===== config.mk =====
export PLATFORM = sky130hd
export DESIGN_NAME = if_queue
export DESIGN_NICKNAME = d
export VERILOG_FILES = /design/src/rtl/if_queue_pkg.sv /design/src/rtl/if_queue_pred_decode.sv /design/src/rtl/if_queue.sv
export SDC_FILE = /design/constraint.sdc
export NUM_CORES = 1
export LEC_CHECK = 0
export CORE_MARGIN = 5
export CORE_UTILIZATION = 51
export DETAILED_ROUTE_END_ITERATION = 8
export PLACE_DENSITY = 0.84
export RECOVER_POWER = 50
export SLEW_MARGIN = 20
export SYNTH_ARGS = -nofsm -noshare
export SYNTH_HDL_FRONTEND = slang
export SYNTH_SLANG_ARGS = --single-unit

===== constraint.sdc =====
create_clock -name clk -period 4 [get_ports clk]
set_input_delay 1.2 -clock clk [delete_from_list [all_inputs] [get_ports clk]]
set_output_delay 1.2 -clock clk [all_outputs]
set_load 0.01 [all_outputs]

===== src/rtl/if_queue_pkg.sv =====
// Shared definitions for the instruction fetch queue: opcodes, FSM encoding
// and the J-type immediate extractor used by the next-PC predictor.
package if_queue_pkg;

  localparam logic [6:0] OPC_JAL    = 7'b1101111;
  localparam logic [6:0] OPC_BRANCH = 7'b1100011;

  typedef enum logic [1:0] {
    IDLE = 2'd0,
    WAIT = 2'd1,
    DROP = 2'd2
  } fetch_state_t;

  function automatic logic signed [31:0] j_imm(input logic [31:0] ins);
    return {{12{ins[31]}}, ins[19:12], ins[20], ins[30:21], 1'b0};
  endfunction

endpackage


===== src/rtl/if_queue_pred_decode.sv =====
// Static next-PC predictor: JAL jumps to its target, everything else
// (branches included) falls through to PC + 4.
module if_queue_pred_decode
  import if_queue_pkg::*;
(
  input  logic [31:0] ins,
  input  logic [31:0] pc,
  output logic [31:0] pred_pc
);

  always_comb begin
    pred_pc = pc + 32'd4;
    case (ins[6:0])
      OPC_JAL:    pred_pc = pc + j_imm(ins);
      OPC_BRANCH: pred_pc = pc + 32'd4;
      default:    pred_pc = pc + 32'd4;
    endcase
  end

endmodule


===== src/rtl/if_queue.sv =====
// Instruction fetch unit with a small circular queue: issues one memory
// request at a time, predicts the next PC and flushes on core redirect.
module if_queue
  import if_queue_pkg::*;
#(
  parameter int          DEPTH    = 4,
  parameter logic [31:0] RESET_PC = 32'h0
) (
  input  logic                     clk,
  input  logic                     rst,
  input  logic                     rdy,
  output logic                     mem_req,
  output logic [31:0]              mem_pc,
  input  logic                     mem_gnt,
  input  logic [31:0]              mem_ins,
  input  logic                     redirect,
  input  logic [31:0]              redirect_pc,
  input  logic                     stall,
  output logic                     out_valid,
  output logic [31:0]              out_pc,
  output logic [31:0]              out_ins,
  output logic [31:0]              out_pred_pc,
  output logic [$clog2(DEPTH):0]   count
);

  localparam int PTR_W = $clog2(DEPTH);
  localparam int CNT_W = PTR_W + 1;

  fetch_state_t     state, state_nxt;
  logic [31:0]      fetch_pc;
  logic [31:0]      pred_pc;
  logic [PTR_W-1:0] wr_ptr, rd_ptr;
  logic [CNT_W-1:0] cnt;
  logic             push, pop, has_space;

  logic [31:0] pc_mem   [DEPTH];
  logic [31:0] ins_mem  [DEPTH];
  logic [31:0] pred_mem [DEPTH];

  if_queue_pred_decode pred_decode (
    .ins     (mem_ins),
    .pc      (fetch_pc),
    .pred_pc (pred_pc)
  );

  // Space is checked at issue time; only one request is ever in flight,
  // so a grant can always be pushed.
  assign has_space = (cnt < CNT_W'(DEPTH));
  assign pop       = rdy && out_valid && !stall && !redirect;

  always_comb begin
    state_nxt = state;
    mem_req   = 1'b0;
    push      = 1'b0;
    if (rdy && !rst) begin
      unique case (state)
        IDLE: begin
          if (has_space && !redirect) begin
            mem_req   = 1'b1;
            state_nxt = WAIT;
          end
        end
        WAIT: begin
          mem_req = 1'b1;
          if (redirect) begin
            state_nxt = mem_gnt ? IDLE : DROP;
          end else if (mem_gnt) begin
            push      = 1'b1;
            state_nxt = IDLE;
          end
        end
        // A grant arriving together with a new redirect still retires the
        // stale request, so leave DROP rather than wait for a second grant.
        DROP: begin
          if (mem_gnt) state_nxt = IDLE;
        end
        default: state_nxt = IDLE;
      endcase
    end
  end

  always_ff @(posedge clk or posedge rst) begin
    if (rst) begin
      state    <= IDLE;
      fetch_pc <= RESET_PC;
      wr_ptr   <= '0;
      rd_ptr   <= '0;
      cnt      <= '0;
    end else if (rdy) begin
      state <= state_nxt;
      if (redirect) begin
        fetch_pc <= redirect_pc;
        wr_ptr   <= '0;
        rd_ptr   <= '0;
        cnt      <= '0;
      end else begin
        if (push) begin
          fetch_pc <= pred_pc;
          wr_ptr   <= wr_ptr + PTR_W'(1);
        end
        if (pop) rd_ptr <= rd_ptr + PTR_W'(1);
        case ({push, pop})
          2'b10:   cnt <= cnt + CNT_W'(1);
          2'b01:   cnt <= cnt - CNT_W'(1);
          default: cnt <= cnt;
        endcase
      end
    end
  end

  always_ff @(posedge clk) begin
    if (push) begin
      pc_mem[wr_ptr]   <= fetch_pc;
      ins_mem[wr_ptr]  <= mem_ins;
      pred_mem[wr_ptr] <= pred_pc;
    end
  end

  assign mem_pc      = fetch_pc;
  assign out_valid   = (cnt != '0);
  assign out_pc      = pc_mem[rd_ptr];
  assign out_ins     = ins_mem[rd_ptr];
  assign out_pred_pc = pred_mem[rd_ptr];
  assign count       = cnt;

endmodule

; After elaboration in Yosys (flattened, before gate mapping)
; Memory sizes are Yosys's and may differ from the RTL's.
; Cells that the tools add are included.
[word_totals]
ff_bits = 41
mem_bits_rw = 384
input_bits = 70
out_inout_bits = 133
elab_cells = 61
n_memories = 3
[mem_list]
columns = memory, words, width, rd, rd_ports_with_merged_regs, write_ports, line_no
row1 = ins_mem, 4, 32, 1, 0, 1, if_queue.sv:37  ; logic [31:0] ins_mem [DEPTH];
row2 = pc_mem, 4, 32, 1, 0, 1, if_queue.sv:36  ; logic [31:0] pc_mem [DEPTH];
row3 = pred_mem, 4, 32, 1, 0, 1, if_queue.sv:38  ; logic [31:0] pred_mem [DEPTH];
[op_classes]
add_sub_neg = 6
n_lt_le_gt_ge = 1
eq_ne = 6
muxes = 23
n_reduce_logical = 17
[op_table]
columns = operator, n
row1 = 2-to-1 mux 32 bit, 3
row2 = adder 32 x 3 -> 32 bit (second input constant), 1
row3 = adder 32 bit, 1
row4 = 2-to-1 mux 2 bit, 8
row5 = 2-to-1 mux 1 bit, 8
row6 = equality test 7 bit (second input constant), 1
row7 = one-hot mux 2 bit (3 select lines), 1
row8 = one-hot mux 3 bit (2 select lines), 1
row9 = AND reduction 2 bit, 3
row10 = nonzero test 3 bit, 2
row11 = logical AND 1 bit, 5
row12 = adder 2 x 1 -> 2 bit (second input constant), 2
row13 = equality test 2 x 1 -> 1 bit (second input constant), 2
row14 = equality test 2 bit (second input constant), 2
row15 = nonzero test 2 bit, 2
row16 = adder 3 x 1 -> 3 bit (second input constant), 1
row17 = logical NOT 1 bit, 3
row18 = < comparator 3 bit (second input constant), 1
row19 = 2-to-1 mux 3 bit, 1
row20 = AND reduction 3 bit, 1
row21 = subtractor 3 x 1 -> 3 bit (second input constant), 1
row22 = logical NOT 2 bit, 1
row23 = inequality test 2 bit (second input constant), 1
row24 = one-hot mux 1 bit (2 select lines), 1

; Logic depth before layout (Yosys ltp)
; Gate-level depths: netlist of run 1.
[depth]
word_depth = 7
depth_mapped = 13
ltp_nobuf = 12

; Cells and area by module
; From an unflattened synthesis of run 1, not the netlist that was laid out.
[unflattened]
cells_unflattened = 1134
hier_area_um2 = 18605.3
[by_module_without_submodules]
columns = module, n_inst, cells_per_inst, area_each_um2, seq_area_each_um2
row1 = if_queue, 1, 717, 15960.3, 12557.0
row2 = if_queue_pred_decode, 1, 417, 2645.0, 0.0

; Worst setup path after synthesis of run 1
; Ideal clock, no wire load.
[synth_path]
path_kind = input -> register
from = in rst
to = mem ins_mem[0][0] (enable)
setup_time_ps = 464
arrival_time_ps = 4604
required_time_ps = 3536
path_slack_ps = -1069
cell_stages = 7
path_buffers = 2
path_cell_list = nand2b_1 -> nor2_1 -> nand2_1 -> nor3b_1 -> clkbuf_1 -> clkbuf_1 -> and2_1
[synth_between]
elab_chain_cells = 5
[synth_rtl]
columns = element, line_no
row1 = start: declaration, if_queue.sv:10  ; input logic rst,
row2 = logical NOT 1 bit (no line), n/a
row3 = logical AND 1 bit, if_queue.sv:55  ; if (rdy && !rst) begin
row4 = 2-to-1 mux 1 bit, if_queue.sv:55
row5 = 2-to-1 mux 1 bit, if_queue.sv:112  ; if (push) begin
row6 = 2-to-1 mux 1 bit (not written as such), if_queue.sv:114  ; ins_mem[wr_ptr] <= mem_ins;
row7 = end: declaration, if_queue.sv:37
; No other way between the ends.

; Final worst setup path of run 1
[layout_path]
from = in mem_ins[29]
to = mem pred_mem[3][31], data pin
[layout_between]
elab_chain_cells = 2
[layout_rtl]
columns = element, line_no
row1 = start: declaration, if_queue.sv:15  ; input logic [31:0] mem_ins,
row2 = adder 32 bit, if_queue_pred_decode.sv:14  ; OPC_JAL: pred_pc = pc + j_imm(ins);
row3 = 2-to-1 mux 32 bit, n/a
row4 = named net pred_decode.pred_pc[31], if_queue_pred_decode.sv:8  ; output logic [31:0] pred_pc
row5 = end: declaration, if_queue.sv:38
; The timed path passes the listed nets, and every way through them passes these cells.

==> results of run 1 <==
[kinds of logic after synthesis]
| kind of cell | Yosys count | synth area share |
|---|---|---|
| flops | 421 | 0.675 |
| simple gates | 254 | 0.0677 |
| compound gates | 176 | 0.0653 |
| mux | 118 | 0.129 |
| buf+inv | 68 | 0.0145 |
| xor+xnor | 47 | 0.0224 |
| fa+ha+maj | 37 | 0.0260 |
[layout by cell type (no fill, tap or decap), types with 5 or more instances in the layout]
master and count:
clkbuf_16 45, nand3b_1 5, xor2_1 23, nand2_1 75, clkbuf_1 33, o21a_1 9
mux2i_1 22, bufinv_16 5, or3_1 8, nor2_1 65, nand2b_1 8, dfrtp_1 39
a211oi_1 6, xnor2_1 23, nand3_1 32, clkinv_1 6, inv_1 15, and3_1 11
a21o_1 23, nand4_1 7, nor3_1 10, buf_4 118, o21ai_0 45, nor4_1 5
mux4_2 95, dlygate4sd3_1 39, a21oi_1 34, buf_12 16, ha_1 35, a31oi_1 8
clkdlybuf4s50_1 161, edfxtp_1 380
[power by group]
part           total (uW)  switching (uW)  internal [uW]
clock network        4010            1590           2430
logic                3690            1740           1950
registers            5300             242           5050
total               13000            3570           9430
[critical path: cells and delay by family]
| family | cells | cell delay (ns) |
|---|---|---|
| buffers and inverters | 1 | 0.61 |
| AO/OA/AOI/OAI | 4 | 0.72 |
| adder cells (fa/ha/maj) | 1 | 0.36 |
| XOR/XNOR | 1 | 0.16 |
| multiplexers | 1 | 0.26 |
| AND/OR/NAND/NOR | 3 | 0.88 |
[area by class of cell]
class	count	share of cell area
sequential	421	0.529
multi-input combinational	632	0.244
clock buffer	62	0.0514
tap	461	0.0245
clock inverter	17	0.00910
inverter	15	0.00239
timing repair buffer	354	0.140
[sequential cells by signal (all words and copies together) (netlist names)]
signal,flops
rd_ptr,2
count,3
pred_mem,124
mem_pc,32
ins_mem,128
state,2
wr_ptr,2
pc_mem,128
[worst max path at each step]
stage	start	end	depth (start not counted)
detailed placement	mem_ins[21]	pred_mem[2][31]	13
finish	mem_ins[29]	pred_mem[3][31]	11
CTS	mem_ins[21]	pred_mem[2][31]	13
global route	mem_ins[22]	mem_pc[24]	13
global placement	mem_ins[21]	pred_mem[2][31]	13
floorplan	rst	ins_mem[1][0]	6
[repair_timing]
action                     CTS  global route
resized for setup            0             3
hold buffers                 0             0
setup endpoints to repair    0             9
[routing by layer]
| metal | vias up | wire, um | track usage |
|---|---|---|---|
| li1 | 5155 | - | - |
| met1 | 5838 | 19400 | 0.335 |
| met2 | 453 | 22600 | 0.372 |
| met3 | 79 | 3040 | 0.0378 |
| met4 | 0 | 966 | 0.0543 |
| met5 | - | 0 | 0 |
[per-stage QoR]
step	std cells	setup WS, ns	utilization	hold slack, ns
finish	1962	0.0551	0.661	0.535
global route	1962	-0.0133	0.661	0.582
CTS	1962	0.0273	0.663	0.540
detailed placement	1883	-0.524	0.623	0.526
global placement	1883	-0.441	0.623	0.489
floorplan	1121	0.259	-	0.471
==> impl_metrics.env, run 1 <==
export IMPL_synth_area_leaders="edfxtp_1 62%, mux4_2 12%, dfrtp_1 5.6%, ha_1 2.4%, nand2_1 1.5%"
export IMPL_ys_warnings_count=0
export IMPL_fin_nets=1574
export IMPL_clockRootBuffer="clkbuf_16"
export IMPL_multi_input_comb_area_um2=5730
export IMPL_crit_required_ns=4.26
export IMPL_yosys_register_bits=421
export IMPL_grt_pass1_wl_mm=69.9
export IMPL_yosysSeqAreaShare=0.675
export IMPL_clock_path_buffers=3
export IMPL_gp_congestion=0.889
export IMPL_insertion_delay_ns=0.54
export IMPL_end_kind="register"
export IMPL_wire_per_inst_um=23.4
export IMPL_drt_iter0_markers=964
export IMPL_path_cells="dlygate4sd3_1, ha_1, and3_1, a22o_2, o21ai_2, a21oi_2, or4_1, o211ai_2, mux2i_1, nor2_1, xnor2_2"
export IMPL_area_growth_pct=27.7
export IMPL_clk_pin_slew_ns=0.06
export IMPL_power_total_uw=13000
export IMPL_arrival_ns=4.21
export IMPL_start_kind="input pin"
export IMPL_via_count=11525
export IMPL_core_um2=35600
export IMPL_max_cap_violations=1
export IMPL_cts_tree="yes"
export IMPL_r2r_cells=10
export IMPL_ys_flop_type="edfxtp_1"
export IMPL_hold_viol=0
export IMPL_worstHoldStart="state[1]"
export IMPL_drc_errors=0
export IMPL_crit_fanout=5
export IMPL_boundaryPins=203
export IMPL_avgSynthCellArea_um2=16.4
export IMPL_numCtsBuffers=43
export IMPL_synth_top_cell_area_share=0.620
export IMPL_fin_crit_sh=0.986
export IMPL_critPathSlowestCell="dlygate4sd3_1"
export IMPL_fin_setup_tns_ns=0
export IMPL_fin_area_um2=23500
export IMPL_syn_inst=1121
export IMPL_dieArea_um2=40000
export IMPL_r2r_end="mem_pc[26]"
export IMPL_cts_sinks=421
export IMPL_synth_edf_count=380
export IMPL_routed_via_density=5.87
export IMPL_fin_skew_ns=0.0153
export IMPL_initial_core_util=0.518
export IMPL_worst_ir_drop_vdd_mv=0.348
export IMPL_criticalPathCategory="in2reg"
export IMPL_grt_pass1_vias=11711
export IMPL_rsz0062_at_grt="yes"
export IMPL_synth_distinct_cells=69
export IMPL_holdPathStages=2
export IMPL_n_antenna_cell=0
export IMPL_routed_wl_mm=45.9
export IMPL_synthArstFlopShare=0.0974
export IMPL_leakage_uw=0.00821
export IMPL_die_w_um=200
export IMPL_seq_area_um2=12400
export IMPL_syn_area_um2=18400
export IMPL_h_tree_depth=2
export IMPL_relSlewSlack=-0.0591
export IMPL_status="complete, but fails checks"
export IMPL_powerDensity_nw_per_um2=553
export IMPL_r2r_start="mem_pc[4]"
export IMPL_grt_overflow=0
export IMPL_grt_max_degree=40
export IMPL_grt_usage=0.230
export IMPL_drv_slew=35
export IMPL_critPathMaxStageDelay_ns=0.61
export IMPL_fmax_ghz=0.253
export IMPL_rows=69
export IMPL_port_buffers=202
export IMPL_yosysTopAreaCell="edfxtp_1"
export IMPL_synthTopCellsByCount="380 x edfxtp_1, 95 x mux4_2, 75 x nand2_1"
export IMPL_antenna_found_initial=0
export IMPL_tightest_slew_ns=1.59
export IMPL_die_y_um=200
export IMPL_hpwl_mm=31.5
export IMPL_r2r_slack_ns=0.54
export IMPL_synth_most_common_cell="edfxtp_1"
export IMPL_cts_post_setup_buffers_inserted=0
export IMPL_hold_path_class="reg2reg"
export IMPL_place_area_um2=22200
export IMPL_setup_violations=0
export IMPL_drtPass1Iterations=5
export IMPL_hold_end="state[1]"
export IMPL_finalCriticalPeriod_ns=3.94
export IMPL_syn_nets=1228
export IMPL_nFillCells=2468
export IMPL_drive_gt1_frac=0.211
export IMPL_violations="max-capacitance violations, max-slew violations"
export IMPL_final_antenna_net_count=0
No activity file was read; power rests on OpenSTA's default activity.
==> inputs of run 2 (changes only) <==
ABC_AREA = 1   (was unset)
CORE_UTILIZATION = 52   (was 51)
PLACE_DENSITY = 0.85   (was 0.84)
==> run 2 against run 1 <==
Net effect:
- the run now ends clean
- routed wire length is 15% higher
- register-to-register slack better by 0.67 ns
- flip-flop and latch count unchanged
- setup slack better by 0.090 ns
- critical path type is now reg2out
- critical endpoint is now out_pred_pc[27]
- largest power group unchanged
- highest routed layer unchanged
==> impl_metrics.env, run 2 <==
export IMPL_hpwl_mm=34.7
export IMPL_syn_nets=2014
export IMPL_synthTopCellsByCount="380 x edfxtp_1, 366 x nand2_1, 301 x nor2_1"
export IMPL_crit_fanout=60
export IMPL_ys_warnings_count=0
export IMPL_multi_input_comb_area_um2=6040
export IMPL_finalCriticalPeriod_ns=3.86
export IMPL_tightest_slew_ns=1.42
export IMPL_core_um2=36700
export IMPL_area_growth_pct=20.7
export IMPL_critPathSlowestCell="clkdlybuf4s50_1"
export IMPL_drive_gt1_frac=0.0600
export IMPL_grt_pass1_vias=14521
export IMPL_syn_area_um2=19400
export IMPL_die_w_um=203
export IMPL_end_kind="primary output"
export IMPL_drt_iter0_markers=1261
export IMPL_path_cells="inv_6, buf_12, o21ai_0, o22ai_1, clkdlybuf4s50_1"
export IMPL_max_cap_violations=0
export IMPL_crit_required_ns=2.80
export IMPL_insertion_delay_ns=0.55
export IMPL_synth_distinct_cells=42
export IMPL_layout_common_cells="380 x edfxtp_1, 366 x nand2_1, 299 x nor2_1"
export IMPL_grt_max_degree=100
export IMPL_fin_nets=2209
export IMPL_synth_most_common_cell="edfxtp_1"
export IMPL_syn_inst=1907
export IMPL_cts_sinks=421
export IMPL_port_buffers=202
export IMPL_drv_slew=0
export IMPL_yosysTopAreaCell="edfxtp_1"
export IMPL_die_y_um=203
export IMPL_worst_ir_drop_vdd_mv=0.348
export IMPL_h_tree_depth=2
export IMPL_yosysSeqAreaShare=0.641
export IMPL_routed_via_density=5.69
export IMPL_rsz0062_at_grt="no"
export IMPL_relSlewSlack=0.0513
export IMPL_wire_per_inst_um=20.3
export IMPL_grt_pass1_wl_mm=81.0
export IMPL_via_count=14818
export IMPL_hold_path_class="reg2reg"
export IMPL_rows=70
export IMPL_clock_path_buffers=3
export IMPL_antenna_found_initial=1
export IMPL_fin_crit_sh=0.964
export IMPL_clk_pin_slew_ns=0.06
export IMPL_seq_area_um2=12400
export IMPL_criticalPathCategory="reg2out"
export IMPL_gp_congestion=0.921
export IMPL_yosys_register_bits=421
export IMPL_drtPass1Iterations=6
export IMPL_initial_core_util=0.529
export IMPL_hold_viol=0
export IMPL_dieArea_um2=41300
export IMPL_clockRootBuffer="clkbuf_16"
export IMPL_nFillCells=2721
export IMPL_powerDensity_nw_per_um2=531
export IMPL_grt_overflow=0
export IMPL_synthArstFlopShare=0.0974
export IMPL_leakage_uw=0.00911
export IMPL_cts_tree="yes"
export IMPL_power_total_uw=12400
export IMPL_fin_skew_ns=0.0236
export IMPL_grt_usage=0.249
export IMPL_final_common_cell="edfxtp_1"
export IMPL_final_antenna_net_count=0
export IMPL_arrival_ns=2.66
export IMPL_avgSynthCellArea_um2=10.2
export IMPL_critPathMaxStageDelay_ns=0.61
export IMPL_fmax_ghz=0.259
export IMPL_routed_wl_mm=52.9
export IMPL_cp_top_family="buffers and inverters"
export IMPL_synth_top_cell_area_share=0.588
export IMPL_status="finished clean"
export IMPL_setup_violations=0
export IMPL_hold_ws_ns=0.543
export IMPL_top_regs="ins_mem (128), pc_mem (128), pred_mem (124)"
export IMPL_ys_flop_type="edfxtp_1"
export IMPL_start_kind="register"
export IMPL_synth_edf_count=380
export IMPL_critPathBufInv=3
export IMPL_drc_errors=0
export IMPL_numCtsBuffers=42
export IMPL_holdBufCountCts=0
export IMPL_cts_post_setup_buffers_inserted=0
export IMPL_boundaryPins=203
export IMPL_synth_area_leaders="edfxtp_1 59%, nand2_1 7.1%, nor2_1 5.8%, o21ai_0 5.6%, dfrtp_1 5.3%"
[run 2: cell types whose count changed in the layout (fill, tap and decap cells not counted), sizes merged, moves of 23 or more]
cell   delta
nand3    +63
nand2   +296
nor2    +246
a21o     -23
o21ai   +180
buf     -114
o22ai    +95
inv     +146
mux4     -95
[run 2: cell type report]
cell class / instances / share of cell area
clock inverter: 16 / 0.00817
sequential: 421 / 0.531
timing repair buffer: 234 / 0.100
tap: 468 / 0.0250
inverter: 161 / 0.0261
clock buffer: 59 / 0.0515
antenna: 1 / 0.000107
multi-input combinational: 1242 / 0.258
[run 2: through the flow]
stage	cells	area (um^2)	utilization	setup WS, ns	TNS [ns]
floorplan	1907	19400	-	-0.507	-192.77
global placement	2526	22200	0.604	0.0595	0
detailed placement	2526	22200	0.604	-0.0108	-0.0108
CTS	2601	23600	0.642	0.0249	0
global route	2602	23400	0.638	0.0264	0
finish	2602	23400	0.638	0.145	0
[run 2: kinds of logic (layout without fill, tap and decap cells)]
logic type,count (synthesis),count (layout),share of synthesized area
xor+xnor,16,16,0.00722
other cells,0,1,0
buf+inv,244,470,0.0487
simple gates,805,805,0.172
fa+ha+maj,37,37,0.0246
compound gates,383,383,0.107
mux,1,1,0.000516
flops,421,421,0.641
[run 2: routing by layer]
layer | vias up | part of all wire | GRT usage
li1 | 6978 | - | -
met1 | 7087 | 0.38 | 0.321
met2 | 651 | 0.51 | 0.436
met3 | 102 | 0.077 | 0.0409
met4 | 0 | 0.032 | 0.0807
met5 | - | 0 | 0
[run 2: worst reg2reg max path: stages (launching register included)]
cell and delay, ns:
dfrtp_1 0.62, ha_1 0.31, inv_1 0.07, fa_1 0.39, inv_1 0.12, nand3_1 0.08, nand3_1 0.15, nand3_1 0.09
nand3_1 0.17, nand2_1 0.15, nand2_1 0.11, nand2_1 0.05, nand3_1 0.08, nand2_1 0.12
[run 2: worst paths after layout]
kind                            startpoint  slack [ns]  depth (start not counted)         endpoint
worst max-delay path             rd_ptr[0]        0.14                          5  out_pred_pc[27]
worst min-delay path              state[1]        0.54                          2         state[1]
worst max register to register   mem_pc[1]        1.21                         13  pred_mem[1][29]
worst min register to register    state[1]        0.54                          2         state[1]
max in group asynchronous              rst        2.25                          3        rd_ptr[0]
min in group asynchronous              rst        1.30                          3       mem_pc[16]
[run 2: what timing repair did]
item	CTS	global route
pin swaps	0	0
endpoints found under the setup margin	1	4
resized for setup	1	1
[run 2: report_power, final]
group	switching (uW)	internal, uW	total (uW)
Clock	1610	2360	3970
Combinational	1850	1240	3100
Sequential	307	5060	5360
Total	3770	8660	12400
